`src/rtl/fetch_stage.sv`:
```
// fetch_stage: owns the PC, fetches one word at a time from imem and queues the returned instructions for decode_stage.
// Build option: define FETCH_BYPASS_EN to forward a response straight to decode when the FIFO is empty.
module fetch_stage #(
  parameter logic [31:0] RESET_PC  = 32'h0000_0000,
  parameter int          BUF_DEPTH = 2
) (
  input  logic        SYS_clk,
  input  logic        SYS_reset,
  input  logic        SYS_load,
  input  logic [7:0]  SYS_pc_val,
  input  logic        EX_redirect,
  input  logic [31:0] EX_redirect_pc,
  input  logic        D_stall,
  output logic        F_imem_req,
  output logic [31:0] F_imem_addr,
  input  logic        F_imem_ready,
  input  logic        F_imem_rvalid,
  input  logic [31:0] F_imem_rdata,
  output logic        F_valid,
  output logic [31:0] F_instruction,
  output logic [31:0] F_pc,
  output logic [31:0] F_pc_plus4
);
  localparam int PTR_W = (BUF_DEPTH > 1) ? $clog2(BUF_DEPTH) : 1;
  localparam logic [PTR_W:0] FULL_CNT = (PTR_W+1)'(BUF_DEPTH);

  typedef enum logic [1:0] {FETCH, WAIT, DRAIN} state_t;

  state_t           state_q, state_d;
  logic [31:0]      pc_q, pc_d;
  logic [PTR_W:0]   count_q, count_d;
  logic [PTR_W-1:0] rd_ptr_q, rd_ptr_d, wr_ptr_q, wr_ptr_d;
  logic [31:0]      buf_instr [BUF_DEPTH];
  logic [31:0]      buf_pc    [BUF_DEPTH];

  logic        redirect, accept, rsp_ok, empty, push, pop;
  logic [31:0] target, rsp_pc, head_instr, head_pc;

  assign redirect = SYS_load || EX_redirect;
  assign target   = SYS_load ? {24'h0, SYS_pc_val & 8'hFC} : (EX_redirect_pc & ~32'h3);
  assign empty    = (count_q == '0);

  assign F_imem_req  = (state_q == FETCH) && (count_q < FULL_CNT) && !SYS_reset;
  assign F_imem_addr = pc_q;
  assign accept      = F_imem_req && F_imem_ready;

  // Responses arriving during a redirect belong to the old path and are dropped.
  assign rsp_ok     = (state_q == WAIT) && F_imem_rvalid && !redirect;
  assign rsp_pc     = pc_q - 32'd4;
  assign head_instr = buf_instr[rd_ptr_q];
  assign head_pc    = buf_pc[rd_ptr_q];

`ifdef FETCH_BYPASS_EN
  logic bypass;
  assign bypass        = empty && rsp_ok;
  assign F_valid       = !empty || bypass;
  assign F_instruction = bypass ? F_imem_rdata : (empty ? 32'h0 : head_instr);
  assign F_pc          = bypass ? rsp_pc : (empty ? 32'h0 : head_pc);
  assign pop           = !empty && !D_stall;
  assign push          = rsp_ok && !(bypass && !D_stall);
`else
  assign F_valid       = !empty;
  assign F_instruction = empty ? 32'h0 : head_instr;
  assign F_pc          = empty ? 32'h0 : head_pc;
  assign pop           = F_valid && !D_stall;
  assign push          = rsp_ok;
`endif

  assign F_pc_plus4 = F_valid ? (F_pc + 32'd4) : 32'h0;

  always_comb begin
    state_d  = state_q;
    pc_d     = pc_q;
    count_d  = count_q;
    rd_ptr_d = rd_ptr_q;
    wr_ptr_d = wr_ptr_q;
    if (redirect) begin
      pc_d     = target;
      count_d  = '0;
      rd_ptr_d = '0;
      wr_ptr_d = '0;
      // Drain only if a response is still owed after this edge.
      state_d  = (accept || ((state_q != FETCH) && !F_imem_rvalid)) ? DRAIN : FETCH;
    end else begin
      if (accept) pc_d = pc_q + 32'd4;
      case (state_q)
        FETCH:       if (accept) state_d = WAIT;
        WAIT, DRAIN: if (F_imem_rvalid) state_d = FETCH;
        default:     state_d = FETCH;
      endcase
      if (push) wr_ptr_d = wr_ptr_q + (PTR_W)'(1);
      if (pop)  rd_ptr_d = rd_ptr_q + (PTR_W)'(1);
      count_d = count_q + (PTR_W+1)'(push) - (PTR_W+1)'(pop);
    end
  end

  always_ff @(negedge SYS_clk) begin
    if (SYS_reset) begin
      state_q  <= FETCH;
      pc_q     <= RESET_PC & ~32'h3;
      count_q  <= '0;
      rd_ptr_q <= '0;
      wr_ptr_q <= '0;
    end else begin
      state_q  <= state_d;
      pc_q     <= pc_d;
      count_q  <= count_d;
      rd_ptr_q <= rd_ptr_d;
      wr_ptr_q <= wr_ptr_d;
    end
  end

  always_ff @(negedge SYS_clk) begin
    if (push) begin
      buf_instr[wr_ptr_q] <= F_imem_rdata;
      buf_pc[wr_ptr_q]    <= rsp_pc;
    end
  end

endmodule
```
`config.mk`:
```
export PLATFORM = sky130hd
export DESIGN_NAME = fetch_stage
export DESIGN_NICKNAME = d
export VERILOG_FILES = /design/src/rtl/fetch_stage.sv
export SDC_FILE = /design/constraint.sdc
export NUM_CORES = 1
export LEC_CHECK = 0
export CAP_MARGIN = 30
export CORE_UTILIZATION = 50
export CTS_CLUSTER_DIAMETER = 40
export DETAILED_ROUTE_END_ITERATION = 10
export HOLD_SLACK_MARGIN = 0.03
export MAX_ROUTING_LAYER = met4
export PLACE_DENSITY = 0.82
export SLEW_MARGIN = 20
export SYNTH_ARGS = -nofsm -noshare
export SYNTH_HDL_FRONTEND = slang
export SYNTH_SLANG_ARGS = --single-unit
```
`constraint.sdc`:
```
create_clock -name SYS_clk -period 11.1 [get_ports SYS_clk]
set_input_delay 3.33 -clock SYS_clk [delete_from_list [all_inputs] [get_ports SYS_clk]]
set_output_delay 3.33 -clock SYS_clk [all_outputs]
set_load 0.03 [all_outputs]
```
==> qor.csv <==
metric;value;unit
setup tns final;-7.90;ns
Flop pwr share;0.398;
Final WS setup;-0.448;ns
max_cap viols;0;
Hold/Removal Path Class;flip-flop to flip-flop;
Post-Syn Instances;789;
DP Area;11300;um2
RSZ-0062 raised after global routing;yes;
Crit path required time;7.77;ns
Slew Limit Fails;0;
slew margin rel.;0.662;
Top Family by Delay on Critical Path;buffers and inverters;
initial antenna violation count;1;
vias per cell;5.71;
die area;17400;um2
CTS Buffer Depth;2;
Worst Skew;0.137;ns
Area Overhead vs Synth;55.2;%
CTS root buf;clkbuf_16;
core area;16500;um2
slowest stage delay, CP;0.38;ns
first-pass GRT wire length;40.5;mm
WHS Path Cells;2;
VDD IR max;0.115;mV
Reg clk slew, reported paths;0.03;ns
CP Max Fanout;6;
initial core utilization;0.511;
GRT Total Usage;0.309;
DRT iter0 DRCs;823;
switching share of total power;0.342;
P_leak;5.87;nW
Final Wtd Congestion;0.942;
WL per Instance;20.8;um
failing checks;negative setup slack;
post-place setup slack;0.00536;ns
Worst-Margin Slew;0.505;ns
Sink Count;161;
Post-synth top flop;edfxtp_1;
synth warn;0;
status;finished, violations left;
cell taking the most area after synthesis;edfxtp_1;
CP max-delay cell;dfxtp_4;
R2R setup slack;8.75;ns
Async SR Flop Fraction;0;
non-filler cells, final;1423;
CP Class;flip-flop to output port;
number of distinct library cells after synthesis;66;
Clock Latency Late Sink;0.60;ns
Post-synth EDFFs;124;
vias in the first global route;7999;
nets;1275;
number of I/O port buffers;198;
hold worst-path end;state_q[1];
Yosys reg bits;161;
Filler cells;917;
vias;8126;
dpl hpwl;16.3;mm
Mean Syn Cell Area;10.7;um2
combinational share of power;0.083;
share of the synthesized area in the top cell type;0.441;
Pint;1.11;mW
Mapped Area;8450;um2
Die Wd;132;um
clock power share;0.519;
Seq/Total Area, Yosys;0.528;
Hold Startpoint;state_q[1];
Psw;0.580;mW
DRT antenna net count;0;
total wire length;29.6;mm
P per Cell Area;129;nW/um2
worst path bufs/invs;5;
top cells by area, synth;edfxtp_1 (44%), dfxtp_1 (8.8%), mux2i_1 (7.8%);
Top Ports;209;
R2R Path End;buf_pc[0][30];
startpoint type of the worst setup path;flip-flop;
CP Cell Sequence;buf_4 -> nand3b_1 -> a211oi_4 -> buf_4 -> nand4_1 -> buf_6 -> buf_12 -> nor4_4 -> xor2_2 -> buf_6;
Worst Setup End Kind;output port;
post-layout instance area;13100;um2
largest net degree at the start of global routing;35;
R2R depth;5;
Final Hold Vio Count;0;
share of cells above drive strength 1;0.205;
DRC Markers;0;
Inst Count DP;1199;
drt first pass iters;7;
GRT overflow;0;
H-Tree Level Count;4;
Post-synth top cells;edfxtp_1 (124), nor2_1 (104), mux2i_1 (66);
Setup violations, final;29;
CP arrival;8.22;ns
FP Rows;47;
R2R Path Start;F_imem_addr[20];
Chip Height;132;um
count leader, synth;edfxtp_1;
CTS tree;yes;
Inserted Clock Buffers;17;
## routing by layer
layer,global-route usage,vias up,part of all wire,wire [um]
met3,0.0861,64,0.089,2640
met4,0.148,0,0.024,722
met5,-,-,0,0
met2,0.498,556,0.50,14700
met1,0.357,3834,0.39,11500
li1,-,3672,-,-
## cell type report
class	count	area, um2	share of cell area
sequential	161	4470	0.341
multi-input combinational	547	4320	0.329
timing repair buffer	282	2770	0.212
clock inverter	176	783	0.0597
clock buffer	17	425	0.0324
tap	220	275	0.0210
inverter	19	71.3	0.00544
antenna	1	2.50	0.000191
## kinds of logic (layout without fill, tap and decap cells)
| group | Yosys count | after routing | synth area share |
|---|---|---|---|
| buf+inv | 86 | 494 | 0.0478 |
| xor+xnor | 63 | 63 | 0.0653 |
| compound gates | 95 | 95 | 0.0782 |
| flops | 161 | 161 | 0.528 |
| other cells | 1 | 7 | 0.000444 |
| mux | 67 | 67 | 0.0795 |
| fa+ha+maj | 7 | 7 | 0.0104 |
| simple gates | 309 | 309 | 0.190 |
## flip-flops by register name (all words and copies together) (netlist names), named ones only
| name | cells |
|---|---|
| buf_instr | 64 |
| buf_pc | 60 |
| F_imem_addr | 30 |
| count_q | 2 |
| state_q | 2 |
| rd_ptr_q | 1 |
| wr_ptr_q | 1 |
## power groups by stage
stage / Combinational (mW) / Clock, mW / Sequential [mW]
final: 0.140 / 0.879 / 0.674
after global placement: 0.131 / 0.0869 / 0.683
after CTS: 0.137 / 0.842 / 0.675
after detailed placement: 0.135 / 0.0869 / 0.683
after floorplan: 0.0768 / 0.0869 / 0.685
after global routing: 0.149 / 0.941 / 0.674
## placed cells by master, fill, tap and decap left out, drive strengths merged, types with 3 or more instances in the layout
cell / n
and3: 11
dlygate4sd2: 36
mux2i: 66
o21ai: 17
or2: 6
or4: 3
dlymetal6s2s: 13
nand2: 39
inv: 187
buf: 115
a21oi: 25
and4: 3
nand4: 15
a2111oi: 3
nor2: 104
a31oi: 6
edfxtp: 124
xor2: 35
o211ai: 3
dfxtp: 37
ha: 7
conb: 6
a222oi: 3
clkinv: 8
o31ai: 5
a311oi: 4
nand3b: 11
xnor2: 28
a211oi: 11
a32o: 3
nor4: 15
nor3: 39
a221oi: 4
clkdlybuf4s50: 114
and2: 6
nand2b: 7
nand3: 39
or3: 4
clkbuf: 21
a22o: 3
## per-stage QoR
| stage | power (mW) | hold slack (ns) | utilization |
|---|---|---|---|
| final | 1.69 | 0.489 | 0.794 |
| after global routing | 1.76 | 0.527 | 0.794 |
| after CTS | 1.65 | 0.490 | 0.777 |
| after detailed placement | 0.905 | 0.483 | 0.681 |
| after global placement | 0.901 | 0.474 | 0.681 |
| after floorplan | 0.848 | 0.461 | - |
## timing repair
action	CTS	global route
pin swaps	14	17
hold buffers	0	0
resized for setup	101	45
setup endpoints to repair	64	46
cloned	0	1
setup buffers	18	14
## how the worst max path moves through the flow
stage | to | from | slack, ns | cells after the start
finish | F_pc_plus4[12] | flip-flop | -0.45 | 10
floorplan | buf_instr[1][0] | EX_redirect | -0.45 | 4
detailed placement | F_pc_plus4[31] | flip-flop | 0.005 | 9
global route | F_pc_plus4[12] | flip-flop | -0.52 | 10
CTS | F_pc_plus4[31] | flip-flop | -0.34 | 9
global placement | F_pc_plus4[31] | flip-flop | 0.02 | 9
## tightest hold or removal path, stage by stage (launching register included)
cell     delay (ns)
dfxtp_1        0.31
nand3_1        0.07
a21oi_1        0.06
(Power assumes the default switching activity.)
